==> src/rtl/moore_seq_pkg.sv <==
// Shared types and defaults for the 10001 Moore pattern generator and its loopback checker.
package moore_seq_pkg;

   typedef enum logic [1:0] {
      ST_IDLE  = 2'd0,
      ST_SHIFT = 2'd1,
      ST_GAP   = 2'd2,
      ST_DONE  = 2'd3
   } seq_state_e;

   // Detector states name the prefix of 10001 seen so far; DET_HIT is the Moore match state.
   typedef enum logic [2:0] {
      DET_NONE  = 3'd0,
      DET_1     = 3'd1,
      DET_10    = 3'd2,
      DET_100   = 3'd3,
      DET_1000  = 3'd4,
      DET_HIT   = 3'd5
   } det_state_e;

   localparam logic [4:0] DEF_PATTERN = 5'b10001;
   localparam int         DEF_PAT_LEN = 5;
   localparam int         GAP_CNT_W   = 4;

endpackage

==> src/rtl/moore_seq_chk.sv <==
// Non-overlapping 10001 Moore detector that counts matches on the looped-back serial line.
module moore_seq_chk
   import moore_seq_pkg::*;
#(
   parameter int CNT_W = 4
) (
   input  logic             clk,
   input  logic             rst,
   input  logic             in,
   input  logic             clr,
   output logic [CNT_W:0]   match_cnt
);

   det_state_e det_state;
   det_state_e det_nxt;

   always_comb begin
      det_nxt = DET_NONE;
      unique case (det_state)
         DET_NONE: det_nxt = in ? DET_1    : DET_NONE;
         DET_1:    det_nxt = in ? DET_1    : DET_10;
         DET_10:   det_nxt = in ? DET_1    : DET_100;
         DET_100:  det_nxt = in ? DET_1    : DET_1000;
         DET_1000: det_nxt = in ? DET_HIT  : DET_NONE;
         DET_HIT:  det_nxt = in ? DET_1    : DET_NONE;
         default:  det_nxt = DET_NONE;
      endcase
   end

   // Count on entry to the hit state so the total is settled during the generator's DONE cycle.
   always_ff @(posedge clk) begin
      if (!rst) begin
         det_state <= DET_NONE;
         match_cnt <= '0;
      end else if (clr) begin
         det_state <= DET_NONE;
         match_cnt <= '0;
      end else begin
         det_state <= det_nxt;
         if (det_nxt == DET_HIT && match_cnt != '1)
            match_cnt <= match_cnt + 1'b1;
      end
   end

endmodule

==> src/rtl/moore_10001_gen.sv <==
// Serial Moore transmitter repeating PATTERN MSB-first for a requested count of repetitions.
// Optional loopback checker and chk_err port are built when MOORE_GEN_CHK_EN is defined.
//
// state    | meaning
// ---------+---------------------------------------------------
// ST_IDLE  | waiting for start, all outputs low
// ST_SHIFT | driving PATTERN[PAT_LEN-1-idx], idx walks 0..PAT_LEN-1
// ST_GAP   | GAP idle cycles between repetitions, out/valid low
// ST_DONE  | one-cycle done pulse, then back to idle
module moore_10001_gen
   import moore_seq_pkg::*;
#(
   parameter int                 PAT_LEN = DEF_PAT_LEN,
   parameter logic [PAT_LEN-1:0] PATTERN = DEF_PATTERN,
   parameter int                 GAP     = 1,
   parameter int                 CNT_W   = 4
) (
   input  logic             clk,
   input  logic             rst,
   input  logic             start,
   input  logic [CNT_W-1:0] count,
   input  logic             stop,
   output logic             out,
   output logic             valid,
   output logic             frame,
   output logic             busy,
   output logic             done
`ifdef MOORE_GEN_CHK_EN
   ,
   output logic             chk_err
`endif
);

   localparam int IDX_W = $clog2(PAT_LEN);
   localparam logic [IDX_W-1:0]     IDX_LAST = IDX_W'(PAT_LEN - 1);
   localparam logic [GAP_CNT_W-1:0] GAP_LOAD = GAP_CNT_W'((GAP > 0) ? GAP - 1 : 0);

   seq_state_e           state, state_nxt;
   logic [IDX_W-1:0]     idx, idx_nxt;
   logic [CNT_W-1:0]     reps_left, reps_nxt;
   logic [GAP_CNT_W-1:0] gap_cnt, gap_nxt;
   logic                 start_acc;

   logic out_nxt, valid_nxt, frame_nxt, busy_nxt, done_nxt;

   always_comb begin
      state_nxt = state;
      idx_nxt   = idx;
      reps_nxt  = reps_left;
      gap_nxt   = gap_cnt;
      start_acc = 1'b0;
      unique case (state)
         ST_IDLE: begin
            if (start) begin
               start_acc = 1'b1;
               reps_nxt  = (count == '0) ? CNT_W'(1) : count;
               idx_nxt   = '0;
               state_nxt = ST_SHIFT;
            end
         end
         ST_SHIFT: begin
            if (stop) begin
               state_nxt = ST_IDLE;
               idx_nxt   = '0;
               reps_nxt  = '0;
               gap_nxt   = '0;
            end else if (idx == IDX_LAST) begin
               idx_nxt = '0;
               if (reps_left == CNT_W'(1)) begin
                  state_nxt = ST_DONE;
               end else begin
                  reps_nxt = reps_left - 1'b1;
                  if (GAP > 0) begin
                     state_nxt = ST_GAP;
                     gap_nxt   = GAP_LOAD;
                  end else begin
                     state_nxt = ST_SHIFT;
                  end
               end
            end else begin
               idx_nxt = idx + 1'b1;
            end
         end
         ST_GAP: begin
            if (stop) begin
               state_nxt = ST_IDLE;
               idx_nxt   = '0;
               reps_nxt  = '0;
               gap_nxt   = '0;
            end else if (gap_cnt == '0) begin
               state_nxt = ST_SHIFT;
               idx_nxt   = '0;
            end else begin
               gap_nxt = gap_cnt - 1'b1;
            end
         end
         ST_DONE: begin
            state_nxt = ST_IDLE;
            reps_nxt  = '0;
         end
         default: state_nxt = ST_IDLE;
      endcase
   end

   // Outputs are decoded from the next state so they register alongside it.
   always_comb begin
      out_nxt   = 1'b0;
      valid_nxt = 1'b0;
      frame_nxt = 1'b0;
      busy_nxt  = (state_nxt != ST_IDLE);
      done_nxt  = (state_nxt == ST_DONE);
      if (state_nxt == ST_SHIFT) begin
         out_nxt   = PATTERN[IDX_LAST - idx_nxt];
         valid_nxt = 1'b1;
         frame_nxt = (idx_nxt == '0);
      end
   end

   always_ff @(posedge clk) begin
      if (!rst) begin
         state     <= ST_IDLE;
         idx       <= '0;
         reps_left <= '0;
         gap_cnt   <= '0;
         out       <= 1'b0;
         valid     <= 1'b0;
         frame     <= 1'b0;
         busy      <= 1'b0;
         done      <= 1'b0;
      end else begin
         state     <= state_nxt;
         idx       <= idx_nxt;
         reps_left <= reps_nxt;
         gap_cnt   <= gap_nxt;
         out       <= out_nxt;
         valid     <= valid_nxt;
         frame     <= frame_nxt;
         busy      <= busy_nxt;
         done      <= done_nxt;
      end
   end

`ifdef MOORE_GEN_CHK_EN
   logic             chk_in;
   logic [CNT_W:0]   match_cnt;
   logic [CNT_W-1:0] reps_tot;

   assign chk_in = out;

   moore_seq_chk #(
      .CNT_W (CNT_W)
   ) u_chk (
      .clk       (clk),
      .rst       (rst),
      .in        (chk_in),
      .clr       (start_acc),
      .match_cnt (match_cnt)
   );

   // Only a burst that reaches DONE is judged; an aborted burst leaves chk_err alone.
   always_ff @(posedge clk) begin
      if (!rst) begin
         reps_tot <= '0;
         chk_err  <= 1'b0;
      end else if (start_acc) begin
         reps_tot <= reps_nxt;
         chk_err  <= 1'b0;
      end else if (state == ST_DONE && match_cnt != {1'b0, reps_tot}) begin
         chk_err  <= 1'b1;
      end
   end
`endif

endmodule

==> config.mk <==
export PLATFORM = sky130hd
export DESIGN_NAME = moore_10001_gen
export DESIGN_NICKNAME = d
export VERILOG_FILES = /design/src/rtl/moore_seq_pkg.sv /design/src/rtl/moore_seq_chk.sv /design/src/rtl/moore_10001_gen.sv
export SDC_FILE = /design/constraint.sdc
export NUM_CORES = 1
export LEC_CHECK = 0
export BUFFER_PORTS_ARGS = -buffer_cell sky130_fd_sc_hd__buf_2
export CAP_MARGIN = 20
export CELL_PAD_IN_SITES_DETAIL_PLACEMENT = 1
export CELL_PAD_IN_SITES_GLOBAL_PLACEMENT = 1
export CORE_UTILIZATION = 42
export DETAILED_ROUTE_END_ITERATION = 7
export PLACE_DENSITY = 0.83
export SLEW_MARGIN = 10
export SYNTH_ARGS = -nofsm -noshare
export SYNTH_HDL_FRONTEND = slang
export SYNTH_SLANG_ARGS = --single-unit
==> constraint.sdc <==
create_clock -name clk -period 2.3 [get_ports clk]
set_input_delay 0.46 -clock clk [delete_from_list [all_inputs] [get_ports clk]]
set_output_delay 0.46 -clock clk [all_outputs]
set_load 0.05 [all_outputs]
==> flow_summary_export.csv, run 1 <==
group,metric,value,unit
global_route,grt_overflow,0,
clock_tree,htree_num_levels,1,
global_route,grt_max_degree,15,
sta,setup_viol,0,
clock_tree,clkTransAtPathRegs,0.12,ns
sta,period_share,85.2,%
place,gp_congestion,0.802,
sta,timing.slew.headroom,67.9,%
die,io_pins,13,
pwr,power_per_cell_area,569,nW/µm²
synth,yosysSeqAreaShare,33.2,%
global_route,track_usage,23.4,%
synth,async_flop_share,0,%
synth,synth_common_cells,"18 x dfxtp_1, 12 x inv_1, 10 x nand2_1",
clock_tree,cts_buffers,3,
global_route,grt_pass1_wl,4570,µm
cells_and_area,layout.nets,153,
clock_tree,clockRootBuffer,"clkbuf_4",
cells_and_area,fill_cells,299,
clock_tree,postCtsSetupBuffers,0,
place,hpwl,2160,µm
routing,routed_wl,2840,µm
routing,vias_per_cell,5.92,
synth,synth_edf_count,0,
die,die_x,52.8,µm
cells_and_area,antennaDiodeCount,0,
synth,synthTopCellsByArea,"dfxtp_1 33%, ha_1 8.1%, inv_1 4.2%",
sta,finalSetupTns,0,ns
synth,synth.distinct_cells,44,
sta,clock_skew,0.0101,ns
outcome,status,"finished, final reports clean",
routing,first_pass_iters,4,
sta,period_minus_slack,1.96,ns
global_route,grt_pass1_vias,987,
synth,avgSynthCellArea,8.68,µm²
worst_setup_path,start_kind,"register",
worst_setup_path,crit_type,"reg -> reg",
routing,wl_per_cell,17.0,µm
worst_setup_path,path_cells,"or3b_1 > a2bb2oi_1 > o2bb2ai_1 > inv_1 > ha_1 > nor3_1",
clock_tree,cts_resized,0,
synth,synth_area,1080,µm²
worst_setup_path,r2r-start,"state[1]$_SDFF_PN0_",
worst_setup_path,reg2reg_setup_slack,0.34,ns
pwr,vdd_drop_max,383,µV
cells_and_area,drive_gt1_share,16.8,%
worst_setup_path,required,2.52,ns
worst_setup_path,cp_max_fo,11,
synth,ys_ff_latch,18,
sta,final-hold-violation-count,0,
flow_run,drv_cap,0,
worst_setup_path,cp_slowest_cell,"or3b_1",
routing,antenna_left,0,
die,core_area,2450,µm²
sta,rsz0062_at_grt,"false",
min_path,min_from,"gap_cnt[1]$_SDFFE_PN0P_",
pwr,leakage,0.482,nW
die,core.rowCount,18,
die,die_y,52.8,µm
cells_and_area,syn_to_final_growth,9.80,%
synth,synth_warnings,0,
sta,hold_slack,0.525,ns
routing,drcViolationCount,0,
synth,synth.most_common_cell,"dfxtp_1",
worst_setup_path,critPathCaptureType,"register",
synth,synthCells,125,
clock_tree,clk_latency,0.30,ns
die,initial_utilization,44.2,%
synth,synth_top_area_share,33.2,%
synth,synth_ff_type,"dfxtp_1",
sta,finalMaxSlewViolations,0,
min_path,hold_path.class,"reg -> reg",
worst_setup_path,rr_worst_depth,6,
global_route,antenna_found_initial,0,
worst_setup_path,worst_ep_arrival_time,2.18,ns
sta,max_freq,510,MHz
worst_setup_path,critical_path.max_stage_delay,0.54,ns
clock_tree,cts_buffer_depth,2,
synth,synth_top_cell_by_area,"dfxtp_1",
min_path,whs_path_depth,2,
die,dieArea,2790,µm²
place,portBuffers,12,
min_path,min_to,"gap_cnt[1]$_SDFFE_PN0P_",
worst_setup_path,r2r_end,"out$_SDFF_PN0_",
clock_tree,cts.sinks,18,
clock_tree,tritoncts,"built",
synth,synth_fp_nets,140,
sta,worst_pin_slew,0.479,ns
routing,vias,988,
routing,drt_iter0_markers,11,
clock_tree,ctsHoldBuffers,0,
## per-layer routing
layer / share of wire, % / vias to the layer above / routed length [µm] / GRT usage (%)
met5: 0 / - / 0 / 0
met4: 2.0 / 0 / 56 / 11.8
met3: 2.8 / 8 / 80 / 4.35
met2: 50 / 16 / 1430 / 37.8
met1: 45 / 488 / 1280 / 29.2
li1: - / 476 / - / -
## worst max-delay path, delay by kind of cell (launching register included)
kind / cells / cell delay [ns]
AND/OR/NAND/NOR: 2 / 0.73
flip-flops: 1 / 0.51
AO/OA/AOI/OAI: 2 / 0.37
adder cells (fa/ha/maj): 1 / 0.20
buffers and inverters: 1 / 0.08
## kinds of logic after synthesis
| logic type | after synthesis | share of synthesized area [%] |
|---|---|---|
| and+or+nand+nor | 42 | 20.9 |
| AOI/OAI and AO/OA | 38 | 28.0 |
| buffers and inverters | 18 | 8.07 |
| DFF | 18 | 33.2 |
| adders and majority gates | 7 | 8.07 |
| xor gates and xnor gates | 1 | 0.808 |
| muxes | 1 | 0.923 |
## worst max path at each step
stage                                  from               end  cells past startpoint
floorplan                              stop    out$_SDFF_PN0_                      7
global placement                       stop    out$_SDFF_PN0_                      7
detailed placement                     stop    out$_SDFF_PN0_                      7
CTS                     state[1]$_SDFF_PN0_    out$_SDFF_PN0_                      6
global route        gap_cnt[0]$_SDFFE_PN0P_  frame$_SDFF_PN0_                      9
finish                  state[1]$_SDFF_PN0_    out$_SDFF_PN0_                      6
## power by group
part	total [mW]	internal (mW)	switching, mW
clock	0.205	0.0966	0.108
combinational	0.132	0.0446	0.0871
sequential	0.341	0.327	0.0135
total	0.677	0.469	0.209
## layout make-up
| type | instances | area, µm² | share of cell area [%] |
|---|---|---|---|
| Clock buffer | 4 | 36.3 | 3.05 |
| Inverter | 12 | 45.0 | 3.78 |
| Multi-Input combinational cell | 89 | 637 | 53.5 |
| Sequential cell | 18 | 360 | 30.3 |
| Tap cell | 30 | 37.5 | 3.15 |
| Timing Repair Buffer | 14 | 75.1 | 6.30 |
## cells in the final DEF (no fill, tap or decap), drive strengths merged, types with 2 or more instances in the layout
cell type,n
o2bb2ai,2
nor3b,3
or3,2
dfxtp,18
a211oi,2
buf,14
o21a,2
inv,12
a31oi,5
nor4,2
clkbuf,4
o21ai,7
o31ai,2
ha,7
o311ai,2
nor3,5
o22ai,2
nor2,9
and2,2
nand2,10
or3b,3
o211ai,2
a21oi,2
nor2b,2
a22oi,3
## state kept, by name, summed over array words and instances, names as in the netlist
register / flops
busy: 1
done: 1
frame: 1
gap_cnt: 4
idx: 3
out: 1
reps_left: 4
state: 2
valid: 1
## stage by stage
stage | utilization (%) | instance area [µm²] | setup WS [ns] | instances | power [mW]
finish | 48.5 | 1190 | 0.340 | 167 | 0.677
global route | 48.5 | 1190 | 0.190 | 167 | 0.714
floorplan | - | 1080 | 0.578 | 125 | 0.443
CTS | 48.5 | 1190 | 0.331 | 167 | 0.685
detailed placement | 47.0 | 1150 | 0.238 | 163 | 0.479
global placement | 47.0 | 1150 | 0.367 | 163 | 0.470
No activity file was read; power rests on OpenSTA's default activity.
==> run 2, diff against run 1 <==
--- a/config.mk
+++ b/config.mk
@@ -12,6 +12,7 @@
 export CORE_UTILIZATION = 42
 export DETAILED_ROUTE_END_ITERATION = 7
 export PLACE_DENSITY = 0.83
+export RECOVER_POWER = 50
 export SLEW_MARGIN = 10
 export SYNTH_ARGS = -nofsm -noshare
 export SYNTH_HDL_FRONTEND = slang
==> run 2 against run 1 <==
  * Clock power hardly changed
  * Largest cell class unchanged
  * Critical endpoint unchanged
  * Clock skew increased by 0.0010 ns
  * Count of clock-buffer cells in the layout unchanged
  * Sequential cell count unchanged
  * Combinational power decreased by 5%
  * Register-to-register slack barely moved
  * Global-route usage did not move
  * Non-clock buffer count is the same
==> flow_summary_export.csv, run 2 (synthesis results as in run 1) <==
group,metric,value,unit
cells_and_area,largestRegisters,"gap_cnt (4), reps_left (4), idx (3)",
place,portBuffers,12,
min_path,hold_path.class,"reg -> reg",
global_route,antenna_found_initial,0,
worst_setup_path,worst_ep_arrival_time,2.18,ns
die,die_x,52.8,µm
cells_and_area,fin_util,47.3,%
die,core_area,2450,µm²
pwr,power_frac_seq,50.7,%
die,core.rowCount,18,
pwr,power_per_cell_area,580,nW/µm²
global_route,grt_max_degree,15,
cells_and_area,final_cell_mix,"18 x dfxtp_1, 12 x inv_1, 10 x nand2_1, 9 x nor2_1",
routing,antenna_left,0,
global_route,grt_pass1_vias,987,
clock_tree,postCtsSetupBuffers,0,
clock_tree,clockRootBuffer,"clkbuf_4",
clock_tree,clkTransAtPathRegs,0.12,ns
pwr,leakage,0.460,nW
sta,finalSetupTns,0,ns
place,hpwl,2160,µm
routing,drcViolationCount,0,
worst_setup_path,required,2.52,ns
worst_setup_path,cp_slowest_cell,"or3b_1",
cells_and_area,layout_commonest_cell,"dfxtp_1",
worst_setup_path,cpLargestDelayFamily,"simple AND/OR/NAND/NOR gates",
sta,layout_setup_ws,0.343,ns
clock_tree,cts.sinks,18,
cells_and_area,drive_gt1_share,11.7,%
clock_tree,clk_latency,0.31,ns
worst_setup_path,critPathCaptureType,"register",
global_route,track_usage,23.4,%
clock_tree,cts_resized,0,
clock_tree,tritoncts,"built",
worst_setup_path,path_buf_inv,1,
pwr,power.internal,0.465,mW
place,gp_congestion,0.802,
cells_and_area,antennaDiodeCount,0,
clock_tree,cts_buffers,3,
worst_setup_path,start_kind,"register",
routing,wl_per_cell,17.3,µm
routing,first_pass_iters,4,
clock_tree,htree_num_levels,1,
sta,final-hold-violation-count,0,
clock_tree,ctsHoldBuffers,0,
place,post_dp_cell_area,1150,µm²
flow_run,drv_cap,0,
die,io_pins,13,
sta,period_share,85.1,%
cells_and_area,layout.nets,153,
routing,drt_iter0_markers,18,
pwr,p_sw_share,30.9,%
routing,vias_per_cell,5.95,
worst_setup_path,crit_type,"reg -> reg",
global_route,grt_overflow,0,
clock_tree,cts_buffer_depth,2,
pwr,vdd_drop_max,380,µV
routing,vias,994,
sta,clock_skew,0.0112,ns
sta,setup_viol,0,
pwr,p_sw,0.208,mW
sta,rsz0062_at_grt,"false",
die,dieArea,2790,µm²
sta,period_minus_slack,1.96,ns
cells_and_area,syn_to_final_growth,7.04,%
outcome,status,"finished, final reports clean",
routing,routed_wl,2890,µm
worst_setup_path,critical_path.max_stage_delay,0.53,ns
worst_setup_path,path_cells,"or3b_1 > a2bb2oi_1 > o2bb2ai_1 > inv_1 > ha_1 > nor3_1",
sta,finalMaxSlewViolations,0,
cells_and_area,design_area,1160,µm²
pwr,p_comb_share,18.7,%
worst_setup_path,cp_max_fo,11,
sta,worst_pin_slew,0.661,ns
sta,max_freq,511,MHz
die,initial_utilization,44.2,%
sta,timing.slew.headroom,55.2,%
place,dp_worst_setup_slack,0.238,ns
die,die_y,52.8,µm
pwr,clkPwrFrac,30.6,%
global_route,grt_pass1_wl,4570,µm
-- run 2: cell types whose count changed in the layout (fill, tap and decap cells not counted), sizes merged --
cell,previous run,this run
clkbuf,4,9
buf,14,9
-- run 2: path summary, 6_finish.rpt --
path / startpoint / end / slack [ns] / cells past startpoint
max: state[1]$_SDFF_PN0_ / out$_SDFF_PN0_ / 0.34 / 6
min: gap_cnt[1]$_SDFFE_PN0P_ / gap_cnt[1]$_SDFFE_PN0P_ / 0.53 / 2
max reg2reg: state[1]$_SDFF_PN0_ / out$_SDFF_PN0_ / 0.34 / 6
min reg2reg: gap_cnt[1]$_SDFFE_PN0P_ / gap_cnt[1]$_SDFFE_PN0P_ / 0.53 / 2
-- run 2: per-stage QoR --
| step | instances | hold slack [ns] | power (mW) |
|---|---|---|---|
| after floorplan | 125 | 0.445 | 0.443 |
| after global placement | 163 | 0.502 | 0.470 |
| after detailed placement | 163 | 0.515 | 0.479 |
| after CTS | 167 | 0.533 | 0.685 |
| after global routing | 167 | 0.553 | 0.708 |
| final | 167 | 0.526 | 0.673 |
-- run 2: final cells by class --
class	instances	area, µm²
clock buffers	4	36.3
multi-input cells	89	613
flip-flops and latches	18	360
fillers	306	1290
repair buffers	14	68.8
well taps	30	37.5
inverters	12	45.0
-- run 2: layer usage --
| layer | routed length, µm | global-route usage, % | up-vias |
|---|---|---|---|
| met5 | 0 | 0 | - |
| met4 | 54 | 11.8 | 0 |
| met3 | 85 | 4.35 | 7 |
| met2 | 1430 | 37.8 | 17 |
| met1 | 1320 | 29.2 | 492 |
| li1 | - | - | 478 |
-- run 2: worst register-to-register path, delay by kind of cell (launching register included) --
| kind | cells | cell delay [ns] |
|---|---|---|
| buf+inv | 1 | 0.08 |
| compound gates | 2 | 0.37 |
| flops | 1 | 0.52 |
| simple gates | 2 | 0.72 |
| fa+ha+maj | 1 | 0.20 |
-- run 2: power groups by stage --
stage	Clock [mW]	Combinational (mW)	Sequential, mW
final	0.206	0.126	0.341
after floorplan	0	0.0781	0.365
after global placement	0	0.124	0.346
after detailed placement	0	0.131	0.348
after global routing	0.228	0.137	0.343
after CTS	0.212	0.132	0.341
==> run 3, diff against run 2 <==
--- a/config.mk
+++ b/config.mk
@@ -5,13 +5,14 @@
 export SDC_FILE = /design/constraint.sdc
 export NUM_CORES = 1
 export LEC_CHECK = 0
+export ABC_AREA = 1
 export BUFFER_PORTS_ARGS = -buffer_cell sky130_fd_sc_hd__buf_2
 export CAP_MARGIN = 20
 export CELL_PAD_IN_SITES_DETAIL_PLACEMENT = 1
 export CELL_PAD_IN_SITES_GLOBAL_PLACEMENT = 1
-export CORE_UTILIZATION = 42
+export CORE_UTILIZATION = 41
 export DETAILED_ROUTE_END_ITERATION = 7
-export PLACE_DENSITY = 0.83
+export PLACE_DENSITY = 0.84
 export RECOVER_POWER = 50
 export SLEW_MARGIN = 10
 export SYNTH_ARGS = -nofsm -noshare
==> run 3 against run 2 <==
  * Fmax is 9.1% higher
  * Combinational power is 44% higher
  * Synthesized cell count is 23% higher
  * Critical path type unchanged
  * Critical endpoint unchanged
  * Largest cell class unchanged
==> flow_summary_export.csv, run 3 <==
group,metric,value,unit
outcome,status,"finished, final reports clean",
die,io_pins,13,
clock_tree,htree_num_levels,1,
routing,vias,992,
worst_setup_path,path_buf_inv,1,
synth,synth_fp_nets,169,
routing,antenna_left,0,
cells_and_area,design_area,1270,µm²
pwr,leakage,0.603,nW
pwr,power_per_cell_area,578,nW/µm²
global_route,grt_pass1_wl,4270,µm
worst_setup_path,path_common_cell,"ha_1",
cells_and_area,fin_util,49.4,%
worst_setup_path,r2r-start,"gap_cnt[0]$_SDFFE_PN0P_",
min_path,min_to,"reps_left[0]$_SDFFE_PN0P_",
synth,synth_common_cells,"36 x nand2_1, 22 x inv_1, 20 x nor2_1",
cells_and_area,layout.nets,186,
clock_tree,clkTransAtPathRegs,0.12,ns
synth,synth_top_area_share,31.2,%
global_route,antenna_found_initial,0,
sta,rsz0062_at_grt,"false",
synth,synth_area,1160,µm²
clock_tree,postCtsSetupBuffers,0,
sta,max_freq,558,MHz
clock_tree,clk_latency,0.30,ns
clock_tree,cts_resized,0,
routing,routed_wl,2690,µm
die,initial_utilization,45.0,%
synth,synth_warnings,0,
pwr,vdd_drop_max,334,µV
global_route,grt_max_degree,11,
cells_and_area,largestRegisters,"gap_cnt (4), reps_left (4), idx (3)",
synth,synth.distinct_cells,27,
sta,finalSetupTns,0,ns
place,hpwl,2100,µm
min_path,hold_path.class,"in -> reg",
synth,async_flop_share,0,%
routing,drt_iter0_markers,9,
worst_setup_path,critPathCaptureType,"register",
worst_setup_path,reg2reg_setup_slack,0.51,ns
sta,timing.slew.headroom,59.4,%
sta,hold_slack,0.465,ns
sta,worst_pin_slew,0.611,ns
worst_setup_path,critical_path.max_stage_delay,0.35,ns
sta,clock_skew,0.0105,ns
synth,avgSynthCellArea,7.51,µm²
worst_setup_path,required,2.54,ns
routing,wl_per_cell,13.5,µm
clock_tree,ctsHoldBuffers,0,
clock_tree,clockRootBuffer,"clkbuf_4",
min_path,min_from,"rst",
worst_setup_path,rr_worst_depth,9,
global_route,track_usage,20.6,%
routing,vias_per_cell,4.96,
sta,period_share,78.0,%
die,dieArea,3040,µm²
global_route,grt_pass1_vias,946,
die,core_area,2570,µm²
worst_setup_path,worst_ep_arrival_time,2.03,ns
place,dp.cells,196,
worst_setup_path,r2r_end,"out$_SDFF_PN0_",
synth,synth_top_cell_by_area,"dfxtp_1",
sta,final-hold-violation-count,0,
cells_and_area,syn_to_final_growth,9.63,%
synth,synth_ff_type,"dfxtp_1",
place,post_dp_cell_area,1250,µm²
sta,setup_viol,0,
die,die_x,55.1,µm
worst_setup_path,crit_type,"reg -> reg",
worst_setup_path,cp_slowest_cell,"dfxtp_1",
place,portBuffers,12,
cells_and_area,final_cell_mix,"37 x nand2_1, 22 x inv_1, 20 x nor2_1, 18 x dfxtp_1",
worst_setup_path,path_cells,"inv_1 > ha_1 > nand2_1 > o21ai_4 > nand3_2 > o21ai_0 > nand3_1 > ha_1 > nor2_2",
clock_tree,cts_buffers,3,
sta,period_minus_slack,1.79,ns
synth,synth.most_common_cell,"nand2_1",
cells_and_area,layout_commonest_cell,"nand2_1",
routing,drcViolationCount,0,
sta,finalMaxSlewViolations,0,
worst_setup_path,cp_max_fo,4,
clock_tree,tritoncts,"built",
die,core.rowCount,18,
worst_setup_path,start_kind,"register",
cells_and_area,drive_gt1_share,21.2,%
die,die_y,55.1,µm
synth,synth_edf_count,0,
routing,first_pass_iters,4,
clock_tree,cts_buffer_depth,2,
worst_setup_path,cpLargestDelayFamily,"simple AND/OR/NAND/NOR gates",
cells_and_area,fin_cells,200,
global_route,grt_overflow,0,
synth,synthTopCellsByArea,"dfxtp_1 31%, nand2_1 12%, ha_1 7.6%",
place,gp_congestion,0.763,
cells_and_area,antennaDiodeCount,0,
min_path,whs_path_depth,3,
clock_tree,cts.sinks,18,
synth,yosysSeqAreaShare,31.2,%
synth,ys_ff_latch,18,
synth,synthCells,154,
flow_run,drv_cap,0,
run 3: logic make-up (layout without fill, tap and decap cells):
kind of cell / Yosys count / after routing / synth area share, %
adders and majority gates: 7 / 7 / 7.58
xor gates and xnor gates: 3 / 3 / 2.27
and+or+nand+nor: 83 / 83 / 40.3
AOI/OAI and AO/OA: 17 / 17 / 10.3
DFF: 18 / 18 / 31.2
buffers and inverters: 26 / 42 / 8.44
run 3: metrics by stage:
| stage | worst slack [ns] | total power, mW |
|---|---|---|
| 4_1_cts | 0.550 | 0.749 |
| 3_5_place_dp | 0.607 | 0.541 |
| 5_1_grt | 0.382 | 0.781 |
| 2_1_floorplan | 0.812 | 0.493 |
| 3_3_place_gp | 0.688 | 0.531 |
| 6_report | 0.506 | 0.732 |
run 3: worst max-delay path by stage:
| stage | endpoint | start | slack, ns | cells after the start |
|---|---|---|---|---|
| finish | out$_SDFF_PN0_ | gap_cnt[0]$_SDFFE_PN0P_ | 0.51 | 9 |
| global route | frame$_SDFF_PN0_ | gap_cnt[0]$_SDFFE_PN0P_ | 0.38 | 10 |
| CTS | frame$_SDFF_PN0_ | idx[0]$_SDFF_PN0_ | 0.55 | 11 |
| floorplan | frame$_SDFF_PN0_ | idx[0]$_SDFF_PN0_ | 0.81 | 11 |
| global placement | frame$_SDFF_PN0_ | stop | 0.69 | 10 |
| detailed placement | frame$_SDFF_PN0_ | stop | 0.61 | 10 |
run 3: layout make-up:
| cell class | instances | area, µm² |
|---|---|---|
| clock buffer | 4 | 36.3 |
| fill | 339 | 1300 |
| inverter | 26 | 97.6 |
| multi-input combinational | 110 | 682 |
| sequential | 18 | 360 |
| tap | 30 | 37.5 |
| timing repair buffer | 12 | 53.8 |
run 3: routing by layer:
layer | GRT usage [%] | up-vias | part of all wire (%)
li1 | - | 508 | -
met1 | 24.9 | 465 | 45
met2 | 36.3 | 15 | 51
met3 | 3.28 | 4 | 2.3
met4 | 7.50 | 0 | 1.3
met5 | 0 | - | 0
run 3: worst register-to-register path: cells and delay by family, from the launching register on:
family | cells | cell delay [ns]
AO/OA/AOI/OAI | 2 | 0.39
adder cells (fa/ha/maj) | 2 | 0.42
AND/OR/NAND/NOR | 4 | 0.47
buffers and inverters | 1 | 0.11
flip-flops | 1 | 0.35
run 3: power by group:
group          switching, mW  internal (mW)  total, mW
clock network          0.109         0.0965      0.205
logic                  0.123         0.0591      0.182
registers             0.0136          0.332      0.346
